===== config.mk =====
export PLATFORM = sky130hd
export DESIGN_NAME = gray_code_decoder
export DESIGN_NICKNAME = d
export VERILOG_FILES = /design/src/rtl/gray_pkg.sv /design/src/rtl/gray_sync.sv /design/src/rtl/gray_code_decoder.sv
export SDC_FILE = /design/constraint.sdc
export NUM_CORES = 1
export LEC_CHECK = 0
export ABC_AREA = 1
export BUFFER_PORTS_ARGS = -buffer_cell sky130_fd_sc_hd__clkbuf_2
export CAP_MARGIN = 20
export CORE_UTILIZATION = 45
export DETAILED_ROUTE_END_ITERATION = 10
export GPL_TIMING_DRIVEN = 0
export PLACE_DENSITY_LB_ADDON = 0.1
export SLEW_MARGIN = 20
export SYNTH_ARGS = -nofsm -noshare
export SYNTH_HDL_FRONTEND = slang
export SYNTH_SLANG_ARGS = --single-unit

===== constraint.sdc =====
create_clock -name clock -period 11 [get_ports clock]
set_input_delay 3.3 -clock clock [delete_from_list [all_inputs] [get_ports clock]]
set_output_delay 3.3 -clock clock [all_outputs]
set_load 0.05 [all_outputs]

===== src/rtl/gray_pkg.sv =====
// Shared gray-code helpers and decoder state types, used by both the decoder
// and the counter side of any gray-coded pointer interface.
package gray_pkg;

  // Widest code the helpers handle; narrower codes are zero-extended.
  localparam int GRAY_MAX_W = 32;

  typedef enum logic [1:0] {
    INIT,
    TRACK,
    FAULT
  } state_t;

  typedef enum logic [1:0] {
    MOVE_NONE,
    MOVE_UP,
    MOVE_DOWN,
    MOVE_ILLEGAL
  } move_t;

  // Prefix XOR from the MSB down; zero-extension leaves the low bits unchanged.
  function automatic logic [GRAY_MAX_W-1:0] gray2bin(input logic [GRAY_MAX_W-1:0] g);
    logic [GRAY_MAX_W-1:0] b;
    b[GRAY_MAX_W-1] = g[GRAY_MAX_W-1];
    for (int i = GRAY_MAX_W - 2; i >= 0; i--) begin
      b[i] = b[i+1] ^ g[i];
    end
    return b;
  endfunction

  function automatic logic [GRAY_MAX_W-1:0] bin2gray(input logic [GRAY_MAX_W-1:0] b);
    return b ^ (b >> 1);
  endfunction

endpackage


===== src/rtl/gray_sync.sv =====
// Flop chain that brings a gray code into the local clock domain.
// STAGES = 0 passes the code straight through.
module gray_sync #(
  parameter int WIDTH  = 4,
  parameter int STAGES = 2
) (
  input  logic             clock,
  input  logic             reset,
  input  logic [WIDTH-1:0] d,
  output logic [WIDTH-1:0] q
);

  generate
    if (STAGES == 0) begin : g_bypass
      assign q = d;
    end else begin : g_chain
      logic [WIDTH-1:0] stage [STAGES];

      // NOTE: this small array is reset on purpose so the decoder starts from a known code; large memories normally are not.
      always_ff @(posedge clock or negedge reset) begin
        if (!reset) begin
          for (int i = 0; i < STAGES; i++) begin
            stage[i] <= '0;
          end
        end else begin
          stage[0] <= d;
          for (int i = 1; i < STAGES; i++) begin
            stage[i] <= stage[i-1];
          end
        end
      end

      assign q = stage[STAGES-1];
    end
  endgenerate

endmodule


===== src/rtl/gray_code_decoder.sv =====
// Receive side of a gray-coded counter: synchronizes, converts to binary,
// classifies each move and keeps an extended position and an error count.
module gray_code_decoder
  import gray_pkg::*;
#(
  parameter int WIDTH       = 4,
  parameter int SYNC_STAGES = 2,
  parameter int POS_WIDTH   = 16,
  parameter int ERR_WIDTH   = 8
) (
  input  logic                 clock,
  input  logic                 reset,
  input  logic [WIDTH-1:0]     gray_in,
  input  logic                 clear_err,
  output logic [WIDTH-1:0]     bin_out,
  output logic [POS_WIDTH-1:0] pos_out,
  output logic                 step_up,
  output logic                 step_down,
  output logic                 wrap,
  output logic                 err,
  output logic [ERR_WIDTH-1:0] err_count,
  output logic                 locked
);

  localparam int SETTLE_W = $clog2(SYNC_STAGES + 2);
  localparam logic [SETTLE_W-1:0] SETTLE_LAST = SETTLE_W'(SYNC_STAGES);

  logic [WIDTH-1:0] sync_g;
  logic [WIDTH-1:0] cur_bin;
  logic [WIDTH-1:0] prev_bin;
  logic [WIDTH-1:0] diff;
  move_t            move;

  state_t                state, state_next;
  logic [SETTLE_W-1:0]   settle_cnt, settle_next;
  logic [POS_WIDTH-1:0]  pos_next;
  logic [ERR_WIDTH-1:0]  err_cnt_next;
  logic                  up_next, down_next, wrap_next, err_next;

  gray_sync #(
    .WIDTH (WIDTH),
    .STAGES(SYNC_STAGES)
  ) u_sync (
    .clock(clock),
    .reset(reset),
    .d    (gray_in),
    .q    (sync_g)
  );

  assign cur_bin = WIDTH'(gray2bin(GRAY_MAX_W'(sync_g)));
  assign diff    = cur_bin - prev_bin;
  assign locked  = (state == TRACK);

  always_comb begin
    move = MOVE_ILLEGAL;
    if (diff == '0)                move = MOVE_NONE;
    else if (diff == WIDTH'(1))    move = MOVE_UP;
    else if (diff == '1)           move = MOVE_DOWN;
  end

  // NOTE: every output of this block gets a default first, so no path can leave one unassigned and infer a latch.
  always_comb begin
    state_next   = state;
    settle_next  = settle_cnt;
    pos_next     = pos_out;
    err_cnt_next = err_count;
    up_next      = 1'b0;
    down_next    = 1'b0;
    err_next     = 1'b0;

    if (clear_err) begin
      err_cnt_next = '0;
      settle_next  = '0;
      state_next   = INIT;
    end else begin
      unique case (state)
        INIT: begin
          // Wait until the sync chain and prev_bin hold the same settled code.
          if (settle_cnt == SETTLE_LAST) state_next  = TRACK;
          else                           settle_next = settle_cnt + SETTLE_W'(1);
        end
        TRACK: begin
          unique case (move)
            MOVE_UP: begin
              up_next  = 1'b1;
              pos_next = pos_out + POS_WIDTH'(1);
            end
            MOVE_DOWN: begin
              down_next = 1'b1;
              pos_next  = pos_out - POS_WIDTH'(1);
            end
            MOVE_ILLEGAL: begin
              err_next   = 1'b1;
              state_next = FAULT;
              if (err_count != '1) err_cnt_next = err_count + ERR_WIDTH'(1);
            end
            default: ;
          endcase
        end
        FAULT: begin
          if (move == MOVE_ILLEGAL) begin
            err_next = 1'b1;
            if (err_count != '1) err_cnt_next = err_count + ERR_WIDTH'(1);
          end
        end
        default: state_next = INIT;
      endcase
    end

    wrap_next = (up_next   && (prev_bin == '1)) ||
                (down_next && (prev_bin == '0));
  end

  // NOTE: sequential state uses non-blocking assignments so all registers update together from pre-edge values.
  always_ff @(posedge clock or negedge reset) begin
    if (!reset) begin
      state      <= INIT;
      settle_cnt <= '0;
      prev_bin   <= '0;
      bin_out    <= '0;
      pos_out    <= '0;
      err_count  <= '0;
      step_up    <= 1'b0;
      step_down  <= 1'b0;
      wrap       <= 1'b0;
      err        <= 1'b0;
    end else begin
      state      <= state_next;
      settle_cnt <= settle_next;
      prev_bin   <= cur_bin;
      bin_out    <= cur_bin;
      pos_out    <= pos_next;
      err_count  <= err_cnt_next;
      step_up    <= up_next;
      step_down  <= down_next;
      wrap       <= wrap_next;
      err        <= err_next;
    end
  end

endmodule


==> results.yml <==
finish:
  nNetsFinal: 452
  finish.instance_area_um2: 3230
  area_growth_pct: 14.2
  seq_area_um2: 1100
  layout_commonest_cell: "nand2_1"
  fillers: 569
  drive_gt1_share_pct: 14.8
  post-route-util_pct: 53.9
  multi_input_area_um2: 1480
  num_antenna_cells: 0
  layout_common_cells: "nand2_1, inv_1, dfrtp_1"
hold_path:
  hold_path_class: "register to register"
  holdPathEnd: "u_sync.q[2]"
  min-delay-start: "u_sync.g_chain.stage[6]"
  hold_path_depth: 0
flow_run:
  maxCapViolCount: 0
die:
  dieArea_um2: 6600
  fp.coreArea_um2: 5990
  start_util_pct: 47.2
  die_w_um: 81.3
  rows: 28
  floorplan.die.height_um: 81.3
  ios: 40
sta:
  setup-violations-final: 0
  rsz0062_at_grt: "no"
  post-route-period-util_pct: 42.5
  finalCriticalPeriod_ps: 4680
  tns_ps: 0
  hold_viol: 0
  fin_skew_ps: 7.81
  worst_slew_pin_slew_ps: 748
  fmax_mhz: 214
  drv_slew: 0
  relSlewSlack_pct: 50.1
critical_path:
  r2r_cells: 17
  crit_slowest_cell: "dfrtp_1"
  slowest_delay_ps: 390
  crit_chain: "inv_1 -> ha_1 -> clkbuf_2"
  crit_fanout: 5
  cp-start-kind: "register"
  r2r_slack_ps: 6640
  r2r-start: "u_sync.q[3]"
  r2r-end: "pos_out[5]"
  end_kind: "output port"
  worstPathRequired_ps: 7700
  crit_arrival_ps: 1380
  crit_type: "register to output port"
logic_synthesis:
  synth-seq-cells: 44
  synthesis.area_um2: 2830
  synth_top_family_by_area: "simple AND/OR/NAND/NOR gates"
  synth_adder_area_share_pct: 12.9
  synth_seq_area_share_pct: 39.0
  synth-xor-area-share_pct: 4.25
  synth.area.mux_share_pct: 0
  synth_cell_type_count: 29
  synthesis.nets: 407
  ys_warn_count: 0
  yosys.area_share.simple_pct: 29.0
  syn-instance-count: 372
  avgSynthCellArea_um2: 7.60
  synth-compound-area-share_pct: 6.11
place:
  hpwlAfterDp_mm: 4.26
  gp_congestion: 0.874
  portBuffers: 38
  placed_cell_area_um2: 3110
power_and_ir_drop:
  p_leak_nw: 1.89
  total_power_uw: 838
  peakVddDrop_v: 0.000133
  p_per_area_nw_per_um2: 260
cts:
  cts_root_buffer: "clkbuf_8"
  cts_resized: 0
  clock-sinks: 44
  cts_buffers: 5
  h-tree-depth: 2
  cts_tree: "built"
  ctsHoldBuffers: 0
  cts_buffer_depth: 2
  clkTransAtPathRegs_ps: 90
  clock_latency_ps: 300
  cts_setup_buffers: 0
global_routing:
  grt_pass1_vias: 2199
  grt_usage_pct: 18.6
  grt_max_degree: 45
  antenna_found_initial: 0
  grt_pass1_wl_mm: 9.43
  overflow: 0
detailed_routing:
  wl_per_cell_um: 11.4
  first_iter_violations: 35
  ant_nets: 0
  totalWireLength_mm: 5.60
  vias_per_cell: 4.78
  drc_errors: 0
  route.vias.total: 2359
  firstDrtPassIters: 4
outcome:
  status: "finished, final reports clean"
per-stage QoR:
| step | instances | hold WS, ps | setup slack, ps |
|---|---|---|---|
| 2_1_floorplan | 372 | 331 | 6730 |
| 3_3_place_gp | 485 | 333 | 6660 |
| 3_5_place_dp | 485 | 336 | 6580 |
| 4_1_cts | 493 | 354 | 6290 |
| 5_1_grt | 493 | 368 | 6240 |
| 6_report | 493 | 349 | 6320 |
registers in the layout (all words and copies together) (netlist names):
register and count:
pos_out 16, err_count 8, prev_bin 4, u_sync.g_chain.stage 4
u_sync.q 4, settle_cnt 2, state 2, err 1
step_down 1, step_up 1, wrap 1
logic make-up (layout without fill, tap and decap cells):
group	Yosys count	count (layout)
simple gates	191	191
compound gates	32	32
xor+xnor	12	12
fa+ha+maj	28	28
buf+inv	65	111
flops	44	44
per-layer routing:
layer / global-route usage (%) / share of wire, % / up-vias
met4: 5.71 / 1.2 / 0
met2: 32.6 / 48 / 30
met5: 0 / 0 / -
met3: 3.03 / 2.9 / 6
li1: - / - / 1264
met1: 23.2 / 47 / 1059
where the power goes:
group / switching [mW] / leakage [nW] / internal [mW]
combinational: 0.328 / 1.27 / 0.144
sequential: 0.0359 / 0.571 / 0.203
clock: 0.0584 / 0.0548 / 0.0684
total: 0.423 / 1.89 / 0.415
cell usage after synthesis (all sizes together):
cell,instances,share of area [%]
nor3,3,0.53
nand3b,2,0.53
fa,2,1.4
ha,26,12
nand4,8,1.8
xor2,5,2.1
nand2,123,17
o211ai,1,0.27
inv,60,8.0
a21o,1,0.31
clkbuf,2,0.31
xnor2,7,2.2
or3,1,0.22
nor2,22,3.3
dfrtp,44,39
nand3,26,4.8
o31ai,2,0.53
o21ai,12,2.1
a21oi,15,2.7
or2,4,0.89
a31oi,1,0.22
buf,3,0.53
and2,2,0.44
how the worst max path moves through the flow:
| stage | start | to | depth (start not counted) |
|---|---|---|---|
| CTS | state[1] | locked | 3 |
| finish | state[1] | locked | 3 |
| global placement | clear_err | state[0] | 8 |
| global route | state[1] | locked | 3 |
| floorplan | state[1] | locked | 2 |
| detailed placement | u_sync.q[3] | pos_out[6] | 17 |
critical path: cells and delay by family (launching register included):
kind                     cells  cell delay [ps]
buffers and inverters        2              430
flip-flops                   1              390
adder cells (fa/ha/maj)      1              260
cell type report:
cell class / count / share of cell area [%]
sequential: 44 / 34.1
clock inverter: 3 / 1.43
tap: 75 / 2.91
timing repair buffer: 38 / 5.97
clock buffer: 5 / 2.13
buffer: 5 / 0.736
inverter: 60 / 6.98
multi-input combinational: 263 / 45.7
(Power assumes the default switching activity.)
